[config.mk]
export PLATFORM = sky130hd
export DESIGN_NAME = spi_cmd_parser
export DESIGN_NICKNAME = d
export VERILOG_FILES = /design/src/rtl/spi_cmd_parser.sv
export SDC_FILE = /design/constraint.sdc
export NUM_CORES = 1
export LEC_CHECK = 0
export BUFFER_PORTS_ARGS = -buffer_cell sky130_fd_sc_hd__buf_2
export CAP_MARGIN = 20
export CORE_ASPECT_RATIO = 1.2
export CORE_MARGIN = 2
export CORE_UTILIZATION = 57
export DETAILED_ROUTE_END_ITERATION = 8
export HOLD_SLACK_MARGIN = 0.12
export PLACE_DENSITY = 0.88
export SLEW_MARGIN = 20
export SYNTH_ARGS = -nofsm -noshare
export SYNTH_HDL_FRONTEND = slang
export SYNTH_SLANG_ARGS = --single-unit
[constraint.sdc]
create_clock -name clk -period 26.8 [get_ports clk]
set_input_delay 1.34 -clock clk [delete_from_list [all_inputs] [get_ports clk]]
set_output_delay 1.34 -clock clk [all_outputs]
set_load 0.01 [all_outputs]
[src/rtl/spi_cmd_parser.sv]
// SPI command parser: opcode byte + fixed-length payload -> one wide storage command -> status byte.
// Optional trailing XOR checksum byte is enabled by defining SPI_CMD_CHECKSUM_EN.
//
// state     | meaning
// IDLE      | waiting for an opcode byte
// PAYLOAD   | shifting in payload bytes, counter counts down to zero
// CHK       | waiting for checksum byte (SPI_CMD_CHECKSUM_EN only)
// ISSUE     | command presented to storage until cmd_ready
// WAIT      | waiting for storage status pulse
// REPORT    | status byte presented to SPI until tx_ready
// DISCARD   | dropping bytes of a bad frame until the next frame_start
module spi_cmd_parser #(
  parameter int LEN_VERT = 12,
  parameter int LEN_TRI  = 6,
  parameter int LEN_INST = 50,
  parameter int LEN_UPD  = 51,
  parameter int MAX_LEN  = 51
) (
  input  logic                 clk,
  input  logic                 rst,
  input  logic                 frame_start,
  input  logic                 rx_valid,
  input  logic [7:0]           rx_data,
  output logic                 rx_ready,
  output logic                 cmd_valid,
  input  logic                 cmd_ready,
  output logic [3:0]           cmd_opcode,
  output logic [MAX_LEN*8-1:0] cmd_payload,
  input  logic                 st_valid,
  input  logic [3:0]           st_code,
  output logic                 tx_valid,
  input  logic                 tx_ready,
  output logic [7:0]           tx_data
);

  localparam int CW = $clog2(MAX_LEN + 1);
  localparam int PW = MAX_LEN * 8;

  localparam logic [3:0] OP_WIPE_ALL       = 4'h0;
  localparam logic [3:0] OP_CREATE_VERT    = 4'h1;
  localparam logic [3:0] OP_CREATE_TRI     = 4'h2;
  localparam logic [3:0] OP_CREATE_INST    = 4'h3;
  localparam logic [3:0] OP_UPDATE_INST    = 4'h4;
  localparam logic [3:0] ST_INVALID_DATA   = 4'h0;
  localparam logic [3:0] ST_INVALID_OPCODE = 4'h4;

  typedef enum logic [2:0] {
    S_IDLE,
    S_PAYLOAD,
    S_ISSUE,
    S_WAIT,
    S_REPORT,
    S_DISCARD
`ifdef SPI_CMD_CHECKSUM_EN
    , S_CHK
`endif
  } state_t;

  state_t          state;
  logic            live;
  logic            inval;
  logic [CW-1:0]   cnt;
  logic [3:0]      opcode;
  logic [PW-1:0]   payload;
  logic            in_parse;
  logic            take;

  function automatic logic [CW-1:0] len_of(input logic [3:0] op);
    case (op)
      OP_CREATE_VERT: return CW'(LEN_VERT);
      OP_CREATE_TRI:  return CW'(LEN_TRI);
      OP_CREATE_INST: return CW'(LEN_INST);
      OP_UPDATE_INST: return CW'(LEN_UPD);
      default:        return '0;
    endcase
  endfunction

`ifdef SPI_CMD_CHECKSUM_EN
  logic [7:0] chk;
  assign in_parse = (state == S_PAYLOAD) || (state == S_CHK);
`else
  assign in_parse = (state == S_PAYLOAD);
`endif

  // A short-frame abort refuses the coincident byte so it survives as the next opcode.
  assign rx_ready = live && ((state == S_IDLE) || (state == S_DISCARD) ||
                             (in_parse && !frame_start));
  assign take        = rx_valid && rx_ready;
  assign cmd_opcode  = opcode;
  assign cmd_payload = payload;

  always_ff @(posedge clk or posedge rst) begin
    if (rst) begin
      state     <= S_IDLE;
      live      <= 1'b0;
      inval     <= 1'b0;
      cnt       <= '0;
      opcode    <= '0;
      payload   <= '0;
      cmd_valid <= 1'b0;
      tx_valid  <= 1'b0;
      tx_data   <= '0;
`ifdef SPI_CMD_CHECKSUM_EN
      chk       <= '0;
`endif
    end else begin
      live <= 1'b1;
      case (state)
        S_IDLE, S_DISCARD: begin
          if (frame_start) begin
            cnt   <= '0;
            state <= S_IDLE;
          end
          if ((state == S_IDLE || frame_start) && take) begin
            opcode  <= rx_data[7:4];
            payload <= '0;
            inval   <= 1'b0;
`ifdef SPI_CMD_CHECKSUM_EN
            chk     <= rx_data;
`endif
            if (rx_data[7:4] == OP_WIPE_ALL) begin
`ifdef SPI_CMD_CHECKSUM_EN
              state     <= S_CHK;
`else
              state     <= S_ISSUE;
              cmd_valid <= 1'b1;
`endif
            end else if (rx_data[7:4] <= OP_UPDATE_INST) begin
              state <= S_PAYLOAD;
              cnt   <= len_of(rx_data[7:4]);
            end else begin
              state    <= S_REPORT;
              inval    <= 1'b1;
              tx_valid <= 1'b1;
              tx_data  <= {rx_data[7:4], ST_INVALID_OPCODE};
            end
          end
        end
        S_PAYLOAD: begin
          if (frame_start) begin
            state    <= S_REPORT;
            cnt      <= '0;
            tx_valid <= 1'b1;
            tx_data  <= {opcode, ST_INVALID_DATA};
          end else if (take) begin
            payload <= {payload[PW-9:0], rx_data};
            cnt     <= cnt - CW'(1);
`ifdef SPI_CMD_CHECKSUM_EN
            chk     <= chk ^ rx_data;
`endif
            if (cnt == CW'(1)) begin
`ifdef SPI_CMD_CHECKSUM_EN
              state     <= S_CHK;
`else
              state     <= S_ISSUE;
              cmd_valid <= 1'b1;
`endif
            end
          end
        end
`ifdef SPI_CMD_CHECKSUM_EN
        S_CHK: begin
          if (frame_start) begin
            state    <= S_REPORT;
            tx_valid <= 1'b1;
            tx_data  <= {opcode, ST_INVALID_DATA};
          end else if (take) begin
            if (rx_data == chk) begin
              state     <= S_ISSUE;
              cmd_valid <= 1'b1;
            end else begin
              state    <= S_REPORT;
              tx_valid <= 1'b1;
              tx_data  <= {opcode, ST_INVALID_DATA};
            end
          end
        end
`endif
        S_ISSUE: begin
          if (cmd_ready) begin
            cmd_valid <= 1'b0;
            state     <= S_WAIT;
          end
        end
        S_WAIT: begin
          if (st_valid) begin
            tx_valid <= 1'b1;
            tx_data  <= {opcode, st_code};
            state    <= S_REPORT;
          end
        end
        S_REPORT: begin
          if (tx_ready) begin
            tx_valid <= 1'b0;
            state    <= inval ? S_DISCARD : S_IDLE;
          end
        end
        default: state <= S_IDLE;
      endcase
    end
  end

endmodule

# ---- Yosys cells after proc, flatten, opt, wreduce, memory -nomap -nowiden
# Index checks and enable logic that the tools add are counted.
dict set report totals {
  in_bits 19
  out_inout_bits 423
  wordCells 103
  reg_bits 433
}
dict set report op_classes {
  n_eq_ne 24
  n_reduce_logical 22
  muxes 46
  add_sub_neg 1
  magnitude_cmp 1
}
# operator count
set ops {}
lappend ops {{two-way mux 408 bit} 3}
lappend ops {{one-hot mux 408 bit (2 select lines)} 1}
lappend ops {{two-way mux 8 bit} 5}
lappend ops {{two-way mux 6 bit} 6}
lappend ops {{two-way mux 3 bit} 11}
lappend ops {{one-hot mux 6 bit (4 select lines)} 1}
lappend ops {{one-hot mux 8 bit (3 select lines)} 1}
lappend ops {{!= test 2 bit, second input constant} 9}
lappend ops {{one-hot mux 3 bit (5 select lines)} 1}
lappend ops {{two-way mux 1 bit} 14}
lappend ops {{AND reduction 7 bit} 2}
lappend ops {{one-hot mux 6 bit (2 select lines)} 1}
lappend ops {{AND reduction 6 bit} 2}
lappend ops {{equality test 4 x 2 -> 1 bit, second input constant} 2}
lappend ops {{equality test 3 x 2 -> 1 bit, second input constant} 2}
lappend ops {{equality test 3 bit, second input constant} 2}
lappend ops {{equality test 6 x 1 -> 1 bit, second input constant} 1}
lappend ops {{!= test 3 x 2 -> 1 bit, second input constant} 2}
lappend ops {{nonzero test 3 bit} 2}
lappend ops {{subtractor 6 x 1 -> 6 bit, second input constant} 1}
lappend ops {{equality test 4 x 1 -> 1 bit, second input constant} 1}
lappend ops {{equality test 4 x 3 -> 1 bit, second input constant} 1}
lappend ops {{<= comparator 4 x 3 -> 1 bit, second input constant} 1}
lappend ops {{logical AND 1 bit} 4}
lappend ops {{14 further kinds} 18}

# ---- Depth between registers and ports, before layout
dict set report logic_depth {
  depth_word 8
  depth_mapped 8
  mapped_depth_nobuf 6
}

# ---- Least setup slack after synthesis
# Ideal clock, no wire load.
dict set report synth_path {
  kind {in2out}
  start {in frame_start}
  end {out rx_ready}
  slack_ns 23.649
  arrival_time_ns 1.811
  cell_stages 2
  n_path_buf 0
  cell_sequence {a211oi_1 > and2_1}
}
dict set report synth_between {
  elab_chain_len 4
}
# element line
set synth_lines {}
lappend synth_lines {{start: declaration} 21} ;# input logic frame_start,
lappend synth_lines {{zero test 1 bit} 87} ;# (in_parse && !frame_start));
lappend synth_lines {{logical AND 1 bit} 87}
lappend synth_lines {{logical OR 1 bit} 86} ;# assign rx_ready = live && ((state == S_IDLE) || (state == S_DISCARD) ||
lappend synth_lines {{logical AND 1 bit} 86}
lappend synth_lines {{end: declaration} 24} ;# output logic rx_ready,
# No other way between the ends.

# ---- Worst setup path in the final report
dict set report layout_path {
  start {in frame_start}
  end {reg payload[320], in the netlist cmd_payload[320]}
}
dict set report layout_between {
  elab_chain_len 8
}
# element line
set layout_lines {}
lappend layout_lines {{zero test 1 bit} 87}
lappend layout_lines {{logical AND 1 bit} 87}
lappend layout_lines {{logical OR 1 bit} 86}
lappend layout_lines {{logical AND 1 bit} 86}
lappend layout_lines {{logical AND 1 bit} 88} ;# assign take = rx_valid && rx_ready;
lappend layout_lines {{logical AND 1 bit} 114} ;# if ((state == S_IDLE || frame_start) && take) begin
lappend layout_lines {{!= test 2 bit (no source line)} -}
lappend layout_lines {{AND reduction 4 bit (no source line) *} -}
lappend layout_lines {{end signal: assignment} 146} ;# payload <= {payload[PW-9:0], rx_data};
lappend layout_lines {{end: declaration} 64} ;# logic [PW-1:0] payload;
# Mark *: on every way between the ends. The rest lies on a longest branch, timed or not.
# A chain may end at the register's enable or synchronous reset.

==> impl_metrics.json <==
{
  "synthArstFlopShare_pct": 100,
  "critPathArrivalTime_ns": 4.86,
  "seqPwrFrac_pct": 46.2,
  "met3_usage_pct": 7.38,
  "clk_pin_slew_ns": 0.06,
  "cts_buffer_depth": 3,
  "hold_viol_final": 0,
  "syn_nets": 1965,
  "max-slew-margin-rel_pct": 24.1,
  "fin_crit_ns": 4.39,
  "die_area_um2": 32100,
  "switching_share_pct": 27.6,
  "final_cells": 2734,
  "grt_pass1_vias": 14900,
  "worst_slew_pin_slew_ns": 1.14,
  "synth.top_cell.area_share_pct": 62.0,
  "power_density_nw_per_um2": 71.4,
  "maxCapViolations": 0,
  "p_sw_w": 0.000419,
  "critPathRequiredTime_ns": 27.27,
  "drt-total-wl_um": 49900,
  "rsz0062_at_grt": "false",
  "remaining_drc_errors": 0,
  "netlist_top_cells_count": "nand2_1, dfrtp_1, nand3_1, buf_2, buf_1",
  "fin_skew_ns": 0.0145,
  "cts_buffers": 43,
  "vias": 15600,
  "grt_busiest_layer": "met2",
  "r2r-start": "state[2]",
  "dp.cells": 2653,
  "synth_edf_count": 0,
  "final_max_slew_viol_count": 0,
  "p_int_w": 0.00110,
  "crit_path_end": "cmd_payload[320]",
  "gr-total-overflow": 0,
  "wire_per_inst_um": 18.2,
  "grt_max_degree": 134,
  "fmax_mhz": 228,
  "fillers": 2198,
  "r2r_cells": 6,
  "vias_per_cell": 5.71,
  "synth.distinct_cells": 48,
  "crit_chain": "buf_2, nand3_2, a21o_4, buf_4, buf_4, nand3_1, nand2_1",
  "hp-class": "register to register",
  "crit_slowest_cell": "buf_4",
  "coreArea_um2": 30300,
  "pwr-share-comb_pct": 12.9,
  "worstReg2RegEnd": "cmd_payload[320]",
  "clockPowerShare_pct": 40.9,
  "cp-start-kind": "primary input",
  "ios": 442,
  "yosysMostFrequentCell": "nand2_1",
  "reg2reg_slack_ns": 22.52,
  "synthesis.area_um2": 17500,
  "nNetsFinal": 2324,
  "clock_sinks": 433,
  "track_usage_pct": 30.8,
  "avgSynthCellArea_um2": 8.99,
  "cts_tree": "built",
  "drive_gt1_share_pct": 22.9,
  "setup_tns_ns": 0,
  "max-vdd-ir-drop_uv": 63.5,
  "hold_buffers": 0,
  "numPortBuffers": 441,
  "die_h_um": 196,
  "first_iter_violations": 2045,
  "finalCritPeriodShare_pct": 16.4,
  "num_rows": 70,
  "path_common_cell": "buf_4",
  "setup_viol": 0,
  "p_leak_nw": 13.0,
  "htreeDepth": 2,
  "die_w_um": 164,
  "ys.flop_type": "dfrtp_1",
  "drt-pass1-iter-count": 6,
  "syn_inst": 1944,
  "critPathMaxStageDelay_ns": 0.96,
  "fin_util_pct": 70.1,
  "post-cts-setup-buffers": 0,
  "cts_root_buf": "clkbuf_16",
  "clk_latency_ns": 0.55,
  "yosys_warnings": 0,
  "antenna_found_initial": 1,
  "place.gp.congestion": 0.917,
  "holdWs_ns": 0.478,
  "cp_max_fo": 109,
  "ys_ff_latch": 433,
  "cp-end-kind": "register",
  "use_met1_pct": 38.7,
  "path_class": "primary input to register",
  "status": "completed",
  "start_util_pct": 57.7,
  "startpoint": "frame_start",
  "ys_seq_area_share_pct": 62.0,
  "place_hpwl_um": 31800,
  "ant_nets": 0,
  "p_total_w": 0.00152,
  "synth.area.top_cells": "dfrtp_1, nand2_1, nand3_1, buf_2, buf_1",
  "synth_top_cell_by_area": "dfrtp_1",
  "syn_to_final_growth_pct": 21.6,
  "grt_pass1_wl_um": 79300,
  "ctsResizeCount": 0,
  "use_met2_pct": 49.4
}
worst min-delay path by stage:
stage	slack [ns]	startpoint	cells after the start	end
finish	0.48	cmd_payload[217]	2	cmd_payload[225]
global route	0.49	cmd_payload[222]	2	cmd_payload[230]
CTS	0.49	cmd_payload[170]	2	cmd_payload[178]
detailed placement	0.47	cmd_payload[170]	2	cmd_payload[178]
global placement	0.47	cmd_payload[399]	2	cmd_payload[407]
floorplan	0.45	inval	1	inval
critical path, delay by kind of cell:
| family | cells | cell delay, ns |
|---|---|---|
| buffers and inverters | 3 | 1.99 |
| AO/OA/AOI/OAI | 1 | 0.75 |
| AND/OR/NAND/NOR | 3 | 0.53 |
area by class of cell:
cell class / instances / area, µm² / share of cell area (%)
Timing Repair Buffer: 458 / 2390 / 11.3
Inverter: 8 / 37.5 / 0.177
Antenna cell: 1 / 2.50 / 0.0118
Clock buffer: 70 / 1350 / 6.36
Tap cell: 396 / 495 / 2.33
Multi-Input combinational cell: 1359 / 6000 / 28.3
Clock inverter: 9 / 123 / 0.577
Sequential cell: 433 / 10800 / 51.0
power groups by stage:
stage                     logic (W)  clock network, W  registers [W]
final                      0.000196          0.000621       0.000700
after global placement     0.000190                 0       0.000710
after global routing       0.000217          0.000655       0.000703
after detailed placement   0.000193                 0       0.000711
after floorplan            0.000148                 0       0.000707
after CTS                  0.000194          0.000626       0.000700
registers in the layout (all words and copies together) (netlist names), 3 cells and up:
signal and cells:
cmd_payload 408, state 3, cnt 6, tx_data 8
cmd_opcode 4
layout by cell type, fill, tap and decap left out, drive strengths merged, types with 2 or more instances in the layout:
cell type and n:
a211oi 2, a21o 3, a21oi 14, a22o 3, a22oi 2, a311o 2
a311oi 2, a31oi 3, and2 3, buf 458, bufinv 3, clkbuf 70
clkinv 5, dfrtp 433, ha 2, inv 8, mux2 2, mux2i 2
nand2 830, nand2b 3, nand3 418, nand3b 2, nor2 12, nor2b 5
nor3 7, o211ai 2, o21ai 22
metal layers:
metal  up-vias  wire length [µm]
li1       7036                 -
met1      7591             18500
met2       806             24000
met3       180              4300
met4         0              3100
met5         -                 0
cell families (layout without fill, tap and decap cells):
logic type | Yosys count | count (layout) | synth area share, %
compound gates | 66 | 66 | 2.63
simple gates | 1286 | 1286 | 31.2
other cells | 1 | 2 | 0.0215
mux | 4 | 4 | 0.243
flops | 433 | 433 | 62.0
buf+inv | 152 | 545 | 3.78
fa+ha+maj | 2 | 2 | 0.143
per-stage QoR:
step,cell area (µm²),setup WS [ns]
CTS,21200,22.62
floorplan,17500,13.40
detailed placement,19700,22.06
global route,21200,22.20
global placement,19700,22.16
finish,21200,22.41
Note: power is estimated with default switching activity, not from simulation.
